$ cat src/rtl/serial_arith_pkg.sv
// Shared constants for the digit-serial arithmetic units:
// FSM state encodings and add/sub mode values.
package serial_arith_pkg;

   localparam logic [1:0] IDLE = 2'd0;
   localparam logic [1:0] RUN  = 2'd1;
   localparam logic [1:0] DONE = 2'd2;

   localparam logic OP_ADD = 1'b0;
   localparam logic OP_SUB = 1'b1;

endpackage

$ cat src/rtl/serial_add_sub_digit_adder.sv
// Combinational DIGIT-bit adder with carry-in/out; also exports the carry
// into the digit MSB so the caller can derive signed overflow.
module digit_adder #(
   parameter int DIGIT = 4
) (
   input  logic [DIGIT-1:0] a,
   input  logic [DIGIT-1:0] b,
   input  logic             cin,
   output logic [DIGIT-1:0] sum,
   output logic             cout,
   output logic             c_msb
);

   logic [DIGIT:0] full;

   assign full  = {1'b0, a} + {1'b0, b} + {{DIGIT{1'b0}}, cin};
   assign sum   = full[DIGIT-1:0];
   assign cout  = full[DIGIT];
   // Carry into the MSB recovered from the MSB sum bit; works for DIGIT=1 too.
   assign c_msb = full[DIGIT-1] ^ a[DIGIT-1] ^ b[DIGIT-1];

endmodule

$ cat src/rtl/serial_add_sub.sv
// Digit-serial add/subtract unit: WIDTH-bit operands, DIGIT bits per cycle,
// LSB digit first, valid/ready handshakes, carry/borrow and overflow flags.
module serial_add_sub
   import serial_arith_pkg::*;
#(
   parameter int WIDTH = 16,
   parameter int DIGIT = 4
) (
   input  logic             clk,
   input  logic             rst_n,
   input  logic             in_valid,
   output logic             in_ready,
   input  logic [WIDTH-1:0] a,
   input  logic [WIDTH-1:0] b,
   input  logic             add_sub,
   output logic             out_valid,
   input  logic             out_ready,
   output logic [WIDTH-1:0] result,
   output logic             carry_sign,
   output logic             overflow
);

   localparam int NDIG = WIDTH / DIGIT;
   localparam int CW   = (NDIG > 1) ? $clog2(NDIG) : 1;
   localparam logic [CW-1:0] LAST = CW'(NDIG - 1);

   generate
      if ((DIGIT < 1) || (DIGIT > WIDTH) || (WIDTH % DIGIT != 0)) begin : g_bad_params
         $error("serial_add_sub: WIDTH must be a positive multiple of DIGIT");
      end
   endgenerate

   logic [1:0]       state_q, state_d;
   logic [CW-1:0]    cnt_q, cnt_d;
   logic             carry_q, carry_d;
   logic             mode_q, mode_d;
   logic [WIDTH-1:0] a_q, a_d;
   logic [WIDTH-1:0] b_q, b_d;
   logic [WIDTH-1:0] acc_q, acc_d;
   logic [WIDTH-1:0] result_q, result_d;
   logic             carry_sign_q, carry_sign_d;
   logic             overflow_q, overflow_d;

   logic [DIGIT-1:0] a_dig, b_dig, sum_dig;
   logic             cout, c_msb;

   assign a_dig = a_q[cnt_q*DIGIT +: DIGIT];
   assign b_dig = b_q[cnt_q*DIGIT +: DIGIT];

   digit_adder #(.DIGIT(DIGIT)) u_digit_adder (
      .a     (a_dig),
      .b     (b_dig),
      .cin   (carry_q),
      .sum   (sum_dig),
      .cout  (cout),
      .c_msb (c_msb)
   );

   // Digits accumulate in acc_q; visible result/flags update only on entry to DONE.
   always_comb begin
      state_d      = state_q;
      cnt_d        = cnt_q;
      carry_d      = carry_q;
      mode_d       = mode_q;
      a_d          = a_q;
      b_d          = b_q;
      acc_d        = acc_q;
      result_d     = result_q;
      carry_sign_d = carry_sign_q;
      overflow_d   = overflow_q;
      case (state_q)
         IDLE: begin
            if (in_valid) begin
               a_d     = a;
               b_d     = (add_sub == OP_ADD) ? b : ~b;
               mode_d  = add_sub;
               carry_d = add_sub;
               cnt_d   = '0;
               state_d = RUN;
            end
         end
         RUN: begin
            acc_d[cnt_q*DIGIT +: DIGIT] = sum_dig;
            carry_d = cout;
            cnt_d   = cnt_q + CW'(1);
            if (cnt_q == LAST) begin
               cnt_d        = '0;
               result_d     = acc_d;
               carry_sign_d = cout ^ (mode_q == OP_SUB);
               overflow_d   = c_msb ^ cout;
               state_d      = DONE;
            end
         end
         DONE: begin
            if (out_ready) state_d = IDLE;
         end
         default: state_d = IDLE;
      endcase
   end

   always_ff @(posedge clk or negedge rst_n) begin
      if (!rst_n) begin
         state_q      <= IDLE;
         cnt_q        <= '0;
         carry_q      <= 1'b0;
         mode_q       <= 1'b0;
         a_q          <= '0;
         b_q          <= '0;
         acc_q        <= '0;
         result_q     <= '0;
         carry_sign_q <= 1'b0;
         overflow_q   <= 1'b0;
      end else begin
         state_q      <= state_d;
         cnt_q        <= cnt_d;
         carry_q      <= carry_d;
         mode_q       <= mode_d;
         a_q          <= a_d;
         b_q          <= b_d;
         acc_q        <= acc_d;
         result_q     <= result_d;
         carry_sign_q <= carry_sign_d;
         overflow_q   <= overflow_d;
      end
   end

   assign in_ready   = (state_q == IDLE);
   assign out_valid  = (state_q == DONE);
   assign result     = result_q;
   assign carry_sign = carry_sign_q;
   assign overflow   = overflow_q;

endmodule

$ cat config.mk
export PLATFORM = sky130hd
export DESIGN_NAME = serial_add_sub
export DESIGN_NICKNAME = d
export VERILOG_FILES = /design/src/rtl/serial_arith_pkg.sv /design/src/rtl/serial_add_sub_digit_adder.sv /design/src/rtl/serial_add_sub.sv
export SDC_FILE = /design/constraint.sdc
export NUM_CORES = 1
export LEC_CHECK = 0
export BUFFER_PORTS_ARGS = -buffer_cell sky130_fd_sc_hd__buf_2
export CAP_MARGIN = 25
export CORE_UTILIZATION = 41
export CTS_CLUSTER_SIZE = 20
export DETAILED_ROUTE_END_ITERATION = 6
export PLACE_DENSITY = 0.61
export SYNTH_ARGS = -nofsm -noshare
export SYNTH_HDL_FRONTEND = slang
export SYNTH_SLANG_ARGS = --single-unit
$ cat constraint.sdc
create_clock -name clk -period 8.01 [get_ports clk]
set_input_delay 0.4005 -clock clk [delete_from_list [all_inputs] [get_ports clk]]
set_output_delay 0.4005 -clock clk [all_outputs]
set_load 0.005 [all_outputs]
==> flow_metrics.tcl <==
set metrics [dict create \
    cts_root_buffer "clkbuf_8" \
    finClkSkew_ps 10.6 \
    post-dp-hpwl_mm 4.64 \
    total_power_mw 1.88 \
    overflow 0 \
    stdcell_area_mm2 0.00403 \
    cts_tree "yes" \
    use_met2_pct 28.6 \
    cts_sinks 72 \
    met3_usage_pct 4.88 \
    rsz0062_at_grt "false" \
    io_pins 57 \
    ys_seq_elements 72 \
    htree_levels 3 \
    dp_slack_ps 4550 \
    grt_antenna_before_repair 0 \
    avgSynthCellArea_um2 11.6 \
    final_core_util_pct 49.3 \
    yosysSeqAreaShare_pct 52.4 \
    place_inst 444 \
    worst_ep_required_time_ps 8280 \
    drt_iter0_drc 95 \
    min_period_ps 3470 \
    num_vias 2351 \
    routed_wl_mm 6.77 \
    finalMaxSlewViolations 0 \
    clk_path_buf_depth 2 \
    dr.pass1.iters 5 \
    path_class "reg2reg" \
    antenna_cells 0 \
    cts_buffers 9 \
    postSynthCellCount 297 \
    max_cap_viol_count 0 \
    ir_worst_vdd_v 0.000269 \
    yosysUniqueCellTypes 32 \
    fin_cells 460 \
    globalplace.congestion 0.849 \
    hold_buffers 0 \
    portBuffers 56 \
    placeableCoreArea_mm2 0.00818 \
    crit_path_frequent_cell "fa_1" \
    worst_pin_slew_ps 916 \
    crit_chain "mux4_2 > fa_1 > fa_1 > a21o_1 > a21oi_1 > xnor3_1 > xnor2_1 > o21ai_1" \
    post_cts_buffers 0 \
    globalRouteMet1Util_pct 22.3 \
    areaGrowthSynthToFinish_pct 17.1 \
    status "completed" \
    setup_ws_ps 4540 \
    start_util_pct 42.1 \
    finalNetCount 399 \
    cp_max_fo 16 \
    grt_pass1_vias 2345 \
    final_common_cell "dfrtp_1" \
    crit_arrival_ps 3750 \
    drtAntennaViolNets 0 \
    leakage_nw 1.82 \
    setup_viol 0 \
    hold_slack_ps 232 \
    clk_latency_ps 350 \
    seqCellArea_mm2 0.00180 \
    mostFrequentLayoutCells "dfrtp_1 (72), buf_2 (56), a21oi_1 (34)" \
    drive_gt1_share_pct 24.8 \
    yosysTopAreaCell "dfrtp_1" \
    grt_pass1_wl_mm 11.4 \
    synthesis.nets 345 \
    finalHoldViolCount 0 \
    synth_edf_count 0 \
    max_freq_ghz 0.288 \
    clk_pin_slew_ps 70 \
    cp_slowest_stage_delay_ps 850 \
    drc 0 \
    fin_crit_sh_pct 43.4 \
    slew_headroom_pct 39.0 \
    synth_area_leaders "dfrtp_1 (52%), mux2_1 (5.6%), mux4_2 (5.2%)" \
    cts_resized 0 \
    powerDensity_mw_per_mm2 467 \
    grt_usage_pct 17.4 \
    fp.dieH_um 93.6 \
    grt.busiest_layer "met2" \
    fillCellCount 803 \
    routedWlPerCell_um 14.7 \
    slowest_stage "dfrtp_1" \
    multi_input_area_mm2 0.00155 \
    grt_max_degree 73 \
    finalSetupTns_ps 0 \
    synth_area_mm2 0.00344 \
    crit_path_end_kind "register" \
    die_area_mm2 0.00876 \
    hp-class "in2reg" \
    via_per_inst 5.11 \
    startpoint_type "register" \
    synth_ff_type "dfrtp_1" \
    yosysTopAreaCellShare_pct 52.4 \
    die_w_um 93.6 \
    num_rows 33 \
    post_dp_cell_area_mm2 0.00382 \
    yosysWarnings 0 \
    synthArstFlopShare_pct 100 \
]
==> per-layer routing <==
| metal | vias up | wire length (um) |
|---|---|---|
| li1 | 1143 | - |
| met1 | 1136 | 3120 |
| met2 | 61 | 3280 |
| met3 | 11 | 273 |
| met4 | 0 | 94 |
| met5 | - | 0 |
==> kinds of logic after synthesis <==
group	count (synthesis)	share of synthesized area [%]
compound gates	76	13.5
flops	72	52.4
simple gates	71	10.5
mux	25	10.8
xor+xnor	21	5.75
buf+inv	21	2.65
fa+ha+maj	11	4.44
==> worst max-delay path, delay by kind of cell (launching register included) <==
kind / cells / cell delay [ps]
fa+ha+maj: 2 / 900
flops: 1 / 850
mux: 1 / 610
compound gates: 3 / 620
xor+xnor: 2 / 420
==> flip-flops by register name (all words and copies together), names as in the netlist <==
name / flops
acc_q: 16
overflow: 1
b_q: 16
carry_sign: 1
result: 16
a_q: 16
mode_q: 1
cnt_q: 2
state_q: 2
carry_q: 1
==> synth_stat cells, types with 3 or more instances <==
cell,count
nor2b_1,17
buf_1,4
nand2_1,27
dfrtp_1,72
mux2_1,17
and2_1,3
a22o_1,8
xnor2_1,18
a32o_1,8
mux4_2,8
o21ai_1,19
clkbuf_1,6
a21oi_1,34
buf_2,6
nor2_1,18
ha_1,9
==> power breakdown <==
group | switching (mW) | internal [mW] | total [mW]
clock | 0.135 | 0.142 | 0.277
combinational | 0.546 | 0.434 | 0.979
sequential | 0.106 | 0.521 | 0.626
==> path summary, 6_finish.rpt <==
path	cells after the start	slack, ps	endpoint	from
worst max-delay path	8	4540	overflow	cnt_q[0]
worst min register to register	2	480	result[8]	result[8]
min in group asynchronous	2	260	result[0]	rst_n
worst max register to register	8	4540	overflow	cnt_q[0]
worst min-delay path	2	230	state_q[1]	out_ready
max in group asynchronous	2	7150	b_q[3]	rst_n
==> cell type report <==
type / instances / share of cell area (%)
sequential: 72 / 44.7
multi-input combinational: 204 / 38.4
timing repair buffer: 61 / 8.69
tap: 105 / 3.26
clock buffer: 10 / 3.17
clock inverter: 5 / 1.46
inverter: 3 / 0.279
Note: power is estimated with default switching activity, not from simulation.
